==> src/rtl/int_ctrl_if.sv <==
// Program-counter side handshake of the interrupt controller.
// The controller raises int_occurred/int_vec; the pipeline answers with
// its stall and the RTI-in-EX indication that ends an interrupt service.
interface int_ctrl_if;
   logic        int_occurred;
   logic [15:0] int_vec;
   logic        stall_IM_ID;
   logic        rti_ID_EX;

   // Controller side.
   modport master (
      output int_occurred,
      output int_vec,
      input  stall_IM_ID,
      input  rti_ID_EX
   );

   // Pipeline / PC-stage side.
   modport slave (
      input  int_occurred,
      input  int_vec,
      output stall_IM_ID,
      output rti_ID_EX
   );
endinterface

==> src/rtl/int_ctrl.sv <==
// int_ctrl: interrupt controller feeding the PC stage.
// Latches requests into a pending register, masks them per source, gates
// them with a global enable and raises one request at a time.  Source 0 is
// the highest priority.  Nested interrupts are not supported: once a request
// is accepted, nothing new is raised until the RTI reaches EX.
//
// Build option: define INT_CTRL_EDGE_EN for edge-triggered requests
// (pending sets on a rising irq edge, clears on acceptance).  Without it the
// controller is level-sensitive and pending simply follows irq one cycle late.
module int_ctrl #(
   parameter int          NUM_IRQ  = 4,
   parameter logic [15:0] VEC_BASE = 16'h0010
) (
   input  logic               clk,
   input  logic               rst_n,
   input  logic [NUM_IRQ-1:0] irq,
   input  logic               int_en,
   input  logic               mask_wr,
   input  logic [NUM_IRQ-1:0] mask_wdata,
   int_ctrl_if.master         pc,
   output logic [NUM_IRQ-1:0] pending,
   output logic [NUM_IRQ-1:0] in_service
);

   localparam int                 IDX_W    = 3;
   localparam logic [NUM_IRQ-1:0] ONE_HOT0 = NUM_IRQ'(1'b1);
   localparam logic [NUM_IRQ-1:0] ALL_ZERO = {NUM_IRQ{1'b0}};
   localparam logic [NUM_IRQ-1:0] ALL_ONE  = {NUM_IRQ{1'b1}};

   typedef enum logic [1:0] {
      ST_IDLE    = 2'd0,
      ST_REQ     = 2'd1,
      ST_SERVICE = 2'd2
   } state_t;

   // Lowest set index of v; MSB of the result flags that any bit was set.
   function automatic logic [IDX_W:0] lowest_set(input logic [NUM_IRQ-1:0] v);
      logic [IDX_W:0] r;
      r = {1'b0, {IDX_W{1'b0}}};
      for (int i = NUM_IRQ - 1; i >= 0; i--) begin
         if (v[i]) begin
            r = {1'b1, IDX_W'(i)};
         end
      end
      return r;
   endfunction

   state_t             state_r;
   logic [NUM_IRQ-1:0] pending_r;
   logic [NUM_IRQ-1:0] mask_r;
   logic [NUM_IRQ-1:0] sel_r;
   logic [NUM_IRQ-1:0] in_service_r;
   logic               int_occurred_r;
   logic [15:0]        int_vec_r;

   logic [NUM_IRQ-1:0] eligible_s;
   logic [IDX_W:0]     pick_s;
   logic               any_s;
   logic [IDX_W-1:0]   idx_s;
   logic               accept_s;

   // Priority selection among unmasked pending sources, and acceptance detect.
   always_comb begin
      eligible_s = pending_r & ~mask_r;
      pick_s     = lowest_set(eligible_s);
      any_s      = pick_s[IDX_W];
      idx_s      = pick_s[IDX_W-1:0];
      if ((state_r == ST_REQ) && !pc.stall_IM_ID) begin
         accept_s = 1'b1;
      end else begin
         accept_s = 1'b0;
      end
   end

`ifdef INT_CTRL_EDGE_EN
   logic [NUM_IRQ-1:0] irq_q_r;
   logic [NUM_IRQ-1:0] clr_s;

   // Bit to drop from pending: the committed source, on its acceptance edge.
   always_comb begin
      if (accept_s) begin
         clr_s = sel_r;
      end else begin
         clr_s = ALL_ZERO;
      end
   end

   // Edge capture: a new rising edge wins over a same-cycle clear.
   always_ff @(posedge clk or negedge rst_n) begin
      if (!rst_n) begin
         irq_q_r   <= ALL_ZERO;
         pending_r <= ALL_ZERO;
      end else begin
         irq_q_r   <= irq;
         pending_r <= (pending_r & ~clr_s) | (irq & ~irq_q_r);
      end
   end
`else
   // Level capture: pending mirrors the request lines one cycle late.
   always_ff @(posedge clk or negedge rst_n) begin
      if (!rst_n) begin
         pending_r <= ALL_ZERO;
      end else begin
         pending_r <= irq;
      end
   end
`endif

   // Mask register; every source starts out masked.
   always_ff @(posedge clk or negedge rst_n) begin
      if (!rst_n) begin
         mask_r <= ALL_ONE;
      end else if (mask_wr) begin
         mask_r <= mask_wdata;
      end
   end

   // Request/service sequencer; a raised request is frozen until accepted.
   always_ff @(posedge clk or negedge rst_n) begin
      if (!rst_n) begin
         state_r        <= ST_IDLE;
         sel_r          <= ALL_ZERO;
         int_occurred_r <= 1'b0;
         int_vec_r      <= 16'h0000;
         in_service_r   <= ALL_ZERO;
      end else begin
         case (state_r)
            ST_IDLE: begin
               if (int_en && any_s) begin
                  state_r        <= ST_REQ;
                  sel_r          <= ONE_HOT0 << idx_s;
                  int_occurred_r <= 1'b1;
                  int_vec_r      <= VEC_BASE + 16'(idx_s);
               end
            end
            ST_REQ: begin
               if (accept_s) begin
                  state_r        <= ST_SERVICE;
                  int_occurred_r <= 1'b0;
                  in_service_r   <= sel_r;
               end
            end
            ST_SERVICE: begin
               if (pc.rti_ID_EX) begin
                  state_r      <= ST_IDLE;
                  in_service_r <= ALL_ZERO;
               end
            end
            default: begin
               state_r        <= ST_IDLE;
               int_occurred_r <= 1'b0;
               in_service_r   <= ALL_ZERO;
            end
         endcase
      end
   end

   assign pc.int_occurred = int_occurred_r;
   assign pc.int_vec      = int_vec_r;
   assign pending         = pending_r;
   assign in_service      = in_service_r;

endmodule
==> src/flat_wrapper.sv <==
// flat-port wrapper written by rule: the top's interface ports become plain ports
module int_ctrl_flat 
#(
   parameter int          NUM_IRQ  = 4,
   parameter logic [15:0] VEC_BASE = 16'h0010
)
  (clk, rst_n, irq, int_en, mask_wr, mask_wdata, pending, in_service, pc_int_occurred, pc_int_vec, pc_stall_IM_ID, pc_rti_ID_EX);
  int_ctrl_if pc_i ();
  input  logic clk;
  input  logic rst_n;
  input  logic [NUM_IRQ-1:0] irq;
  input  logic int_en;
  input  logic mask_wr;
  input  logic [NUM_IRQ-1:0] mask_wdata;
  output logic [NUM_IRQ-1:0] pending;
  output logic [NUM_IRQ-1:0] in_service;
  output wire logic [$bits(pc_i.int_occurred)-1:0] pc_int_occurred;
  output wire logic [$bits(pc_i.int_vec)-1:0] pc_int_vec;
  input wire logic [$bits(pc_i.stall_IM_ID)-1:0] pc_stall_IM_ID;
  input wire logic [$bits(pc_i.rti_ID_EX)-1:0] pc_rti_ID_EX;
  assign pc_int_occurred = pc_i.int_occurred;
  assign pc_int_vec = pc_i.int_vec;
  assign pc_i.stall_IM_ID = pc_stall_IM_ID;
  assign pc_i.rti_ID_EX = pc_rti_ID_EX;
  int_ctrl #(.NUM_IRQ(NUM_IRQ), .VEC_BASE(VEC_BASE)) u_core (.clk(clk), .rst_n(rst_n), .irq(irq), .int_en(int_en), .mask_wr(mask_wr), .mask_wdata(mask_wdata), .pc(pc_i), .pending(pending), .in_service(in_service));
endmodule
==> config.mk <==
export PLATFORM = sky130hd
export DESIGN_NAME = int_ctrl_flat
export DESIGN_NICKNAME = d
export VERILOG_FILES = /design/src/rtl/int_ctrl_if.sv /design/src/rtl/int_ctrl.sv /design/src/flat_wrapper.sv
export SDC_FILE = /design/constraint.sdc
export NUM_CORES = 1
export LEC_CHECK = 0
export ABC_AREA = 1
export CAP_MARGIN = 20
export CORE_ASPECT_RATIO = 1.5
export CORE_MARGIN = 2
export CORE_UTILIZATION = 40
export CTS_CLUSTER_SIZE = 28
export DETAILED_ROUTE_END_ITERATION = 8
export HOLD_SLACK_MARGIN = 0.15
export PLACE_DENSITY = 0.79
export SYNTH_ARGS = -nofsm -noshare
export SYNTH_HDL_FRONTEND = slang
export SYNTH_SLANG_ARGS = --single-unit
==> constraint.sdc <==
create_clock -name clk -period 1.9 [get_ports clk]
set_clock_uncertainty 0.15 [all_clocks]
set_input_delay 0.57 -clock clk [delete_from_list [all_inputs] [get_ports clk]]
set_output_delay 0.57 -clock clk [all_outputs]
set_load 0.01 [all_outputs]
# Word-level counts from Yosys, hierarchy flattened
# Cells that the tools add are included.
# Widths: inputs -> output; s select.
[totals]
ff_bits = 35
in_bits = 14
out_inout_bits = 25
word_cells = 41
[classes]
addsub = 1
eq_ne = 5
n_shift = 1
mux = 15
n_bitwise = 4
reduce_logical = 8
[op_table]
columns = ["op", "n"]
rows = [
  ["$mux 4", 6],
  ["$pmux 4 s3", 1],
  ["$reduce_and 3->1", 3],
  ["$add 5x3->6 const A", 1],
  ["$mux 2", 3],
  ["$pmux 2 s3", 1],
  ["$and 4x4->4", 1],
  ["$ne 2x1->1 const B", 2],
  ["$not 4->4", 1],
  ["$shl 1x3->4 const A", 1],
  ["$mux 1", 3],
  ["$pmux 1 s3", 1],
  ["$eq 2x1->1 const B", 1],
  ["$eq 2x2->1 const B", 1],
  ["$logic_and 1x1->1", 2],
  ["$logic_not 2->1", 1],
  ["$ne 2x2->1 const B", 1],
  ["$not 1->1", 2],
  ["$reduce_and 2->1", 1],
  ["$logic_not 1->1", 1],
]

# Depth between registers and ports, before layout
[depth]
word_depth = 9
mapped_depth = 8
depth_no_buf = 8

# Least setup slack after synthesis
# No wires, ideal clock.
[synth_timing]
path_kind = "reg2reg"
start = "register u_core.mask_r[3]"
end = "register u_core.int_vec_r[4], in the netlist u_core.pc.int_vec[4]"
setup_time_ps = 124
arrival_ps = 1086
required_time_ps = 1626
path_slack_ps = 540
path_stages_with_launch = 7
path_buffers = 0
synth_period_minus_slack_ps = 1360
cell_sequence = "dfstp_2 inv_2 nand2_4 nand2_4 o21ai_4 nor2_4 or2_1"
[synth_via]
elab_chain_len = 8
word_cells_on_any_way = 9
cone_classes = "add/sub: 1; mux: 4; bitwise: 2; reduce/logical: 2"
[synth_rtl]
columns = ["element", "line_no", "source"]
rows = [
  ["from (decl)", "int_ctrl.sv:50", "logic [NUM_IRQ-1:0] mask_r;"],
  ["from (signal assigned)", "int_ctrl.sv:114", "mask_r <= mask_wdata;"],
  ["$not 4->4 *", "int_ctrl.sv:64", "eligible_s = pending_r & ~mask_r;"],
  ["$and 4x4->4 *", "int_ctrl.sv:64", ""],
  ["$mux 4 * (4 in series)", "int_ctrl.sv:41", "if (v[i]) begin"],
  ["parallel branches: the longest is 2 deep, another holds $add 5x3->6", "-", ""],
  ["to (signal assigned)", "int_ctrl.sv:133", "int_vec_r <= VEC_BASE + 16'(idx_s);"],
  ["to (decl)", "int_ctrl.sv:54", "logic [15:0] int_vec_r;"],
]
# Mark *: on every way between the ends.
# A chain may end at the register's enable or synchronous reset.

# Final worst setup path
[layout_timing]
start = "register u_core.int_vec_r[1], in the netlist u_core.pc.int_vec[1]"
end = "output pc_int_vec[1]"
[layout_lines]
columns = ["element", "line_no", "source"]
rows = [
  ["to (decl)", "flat_wrapper.sv:18", "output wire logic [$bits(pc_i.int_vec)-1:0] pc_int_vec;"],
]
# No word-level cell between the ends.

==> results.json <==
{
  "final.period_utilization": 0.913,
  "floorplan.initialDensity": 0.429,
  "post_cts_hold_buffer_count": 0,
  "timing.critical_path.slowest_stage_cell": "dfrtp_1",
  "max-clock-path-buffers": 2,
  "clock_latency_ns": 0.32,
  "synth_area_leader_cell": "dfrtp_1",
  "report.final.hold_viol_count": 0,
  "status": "finished clean",
  "max_stage_delay_ns": 0.40,
  "worstPathMaxFanout": 2,
  "route.antenna.remaining_nets": 0,
  "routed-via-count": 784,
  "synthDistinctLibCells": 19,
  "fin_setup_tns_ns": 0,
  "p_leak_nw": 0.700,
  "syn_inst": 112,
  "postSynthRegisterBits": 22,
  "placeableCoreArea_sq_mm": 0.00248,
  "floorplan.io_pins": 39,
  "portBuffers": 25,
  "holdCritPathClass": "flip-flop to flip-flop",
  "yosys_most_used_dff": "dfrtp_1",
  "path_class": "flip-flop to output pin",
  "rows": 22,
  "remaining_drcs": 0,
  "grt_pass1_vias": 810,
  "route.final.wire_length_mm": 1.82,
  "antenna_cells": 0,
  "dpl_cell_area_sq_mm": 0.00130,
  "timing.critical_path.max_delay_family": "flip-flops",
  "end_kind": "output pin",
  "timing.fmax_mhz": 577,
  "area_growth_pct": 25.6,
  "die_y_um": 67.1,
  "tritoncts": "yes",
  "rsz0062_at_grt": "no",
  "detailed_router_s_first_iteration_violation_count": 5,
  "finalNetCount": 158,
  "synth_largest_type_area_fraction": 0.424,
  "track_usage": 0.145,
  "mapped_cell_area_sq_mm": 0.00106,
  "synthArstFlopShare": 1.00,
  "irDropWorstVdd_uv": 727,
  "max_cap_viol_count": 0,
  "grt_start_max_net_pins": 23,
  "grt_antenna_before_repair": 0,
  "grt.overflow.total": 0,
  "cts_max_level": 1,
  "cts_buffers": 3,
  "slew_violations": 0,
  "syn-mean-instance-area_sq_um": 9.48,
  "layout-drive-gt1-share": 0.231,
  "synth-edff-count": 0,
  "yosysSeqAreaShare": 0.523,
  "cts_num_sinks": 22,
  "arrival_ns": 1.01,
  "fin_cells": 167,
  "p_total_mw": 1.50,
  "die_area_sq_mm": 0.00309,
  "finish.instance_area_sq_mm": 0.00133,
  "worst-endpoint-required_ns": 1.18,
  "yosysWarnings": 0,
  "path_buf_inv": 1,
  "setup_violations": 0,
  "detailedRoute.firstPassIterationCount": 2,
  "synth_most_common_cell": "nand2_1",
  "startpoint_type": "flip-flop",
  "dpl.hpwl_mm": 1.38,
  "fin_crit_ns": 1.73,
  "gp_congestion": 0.779,
  "synthTopCellsByCount": "nand2_1 (31), dfrtp_1 (18), buf_4 (13), nand3_1 (9), inv_2 (6)",
  "place_inst": 161,
  "avgRoutedWirePerCell_um": 10.9,
  "clk_root_buffer_cell": "clkbuf_4",
  "crit_path_cell_trace": "dlygate4sd2_1",
  "power_per_cell_area_mw_per_mm2": 1120,
  "avgViaCountPerCell": 4.69,
  "synth_area_leaders": "dfrtp_1 (42%), nand2_1 (11%), dfstp_2 (9.9%)",
  "grt_first_pass_wirelength_mm": 3.23,
  "worst_setup_hold_path_clk_slew_ns": 0.12,
  "die_width_um": 46.1
}
## sequential cells by signal (all words and copies together) (netlist names)
signal                  flops
u_core.in_service           4
u_core.mask_r               4
u_core.pending              4
u_core.sel_r                4
u_core.pc.int_vec           3
u_core.state_r              2
u_core.pc.int_occurred      1
## final timing paths
path                                 startpoint           endpoint  slack [ns]  depth (start not counted)
max                        u_core.pc.int_vec[1]      pc_int_vec[1]        0.17                          1
min                            u_core.mask_r[0]   u_core.mask_r[0]        0.34                          2
max reg2reg                    u_core.mask_r[3]    u_core.sel_r[1]        0.45                          6
min in group asynchronous                 rst_n  u_core.pending[0]        0.44                          2
min reg2reg                    u_core.mask_r[0]   u_core.mask_r[0]        0.34                          2
max in group asynchronous                 rst_n   u_core.mask_r[3]        0.89                          2
## final cells by class
| type | count | area (sq um) |
|---|---|---|
| clock buffers | 4 | 36.3 |
| fillers | 225 | 1140 |
| inverters | 10 | 37.5 |
| multi-input cells | 79 | 417 |
| flip-flops and latches | 22 | 556 |
| well taps | 24 | 30.0 |
| repair buffers | 28 | 258 |
## power breakdown
group	switching (mW)	internal, mW	leakage, nW
clock network	0.144	0.117	0.0210
logic	0.347	0.216	0.410
registers	0.0768	0.595	0.269
total	0.568	0.929	0.700
## layer usage
metal / GRT usage / vias up / share of wire
li1: - / 387 / -
met1: 0.142 / 360 / 0.37
met2: 0.259 / 34 / 0.54
met3: 0.0461 / 3 / 0.079
met4: 0.0714 / 0 / 0.016
met5: 0 / - / 0
## through the flow
step                      worst slack, ns  utilization  hold WS, ns
after CTS                           0.164        0.538        0.341
after detailed placement            0.150        0.524        0.313
final                               0.166        0.538        0.337
after global routing                0.122        0.538        0.356
after global placement              0.181        0.524        0.315
after floorplan                     0.540            -        0.124
## timing repair
action                                  4_1_cts  5_1_grt
setup buffers                                 2        0
endpoints found under the setup margin       12        0
gates resized for setup                      12        0
## placed cells by master, fill, tap and decap left out
| master | synthesis | layout |
|---|---|---|
| o21ai_4 | 1 | 1 |
| dfstp_2 | 4 | 4 |
| o22ai_1 | 1 | 1 |
| clkbuf_8 | 0 | 1 |
| nand2_4 | 3 | 3 |
| a21oi_2 | 1 | 1 |
| dfrtp_1 | 18 | 18 |
| nor2_2 | 1 | 1 |
| o21ai_1 | 4 | 4 |
| nand2_2 | 5 | 5 |
| dlygate4sd2_1 | 0 | 12 |
| clkbuf_4 | 0 | 3 |
| conb_1 | 1 | 13 |
| buf_4 | 13 | 3 |
| or2_1 | 1 | 1 |
| inv_2 | 6 | 6 |
| o211ai_2 | 1 | 1 |
| clkdlybuf4s50_1 | 0 | 13 |
| nand3_1 | 9 | 9 |
| nor2_4 | 4 | 4 |
| nand2_1 | 31 | 31 |
| inv_1 | 4 | 4 |
| o21ai_0 | 4 | 4 |
## cell families after synthesis
logic type / count (synthesis) / share of synthesized area
AND/OR/NAND/NOR: 54 / 0.267
buffers and inverters: 23 / 0.127
flip-flops: 22 / 0.523
AO/OA/AOI/OAI: 12 / 0.0789
other: 1 / 0.00353
(Power assumes the default switching activity.)
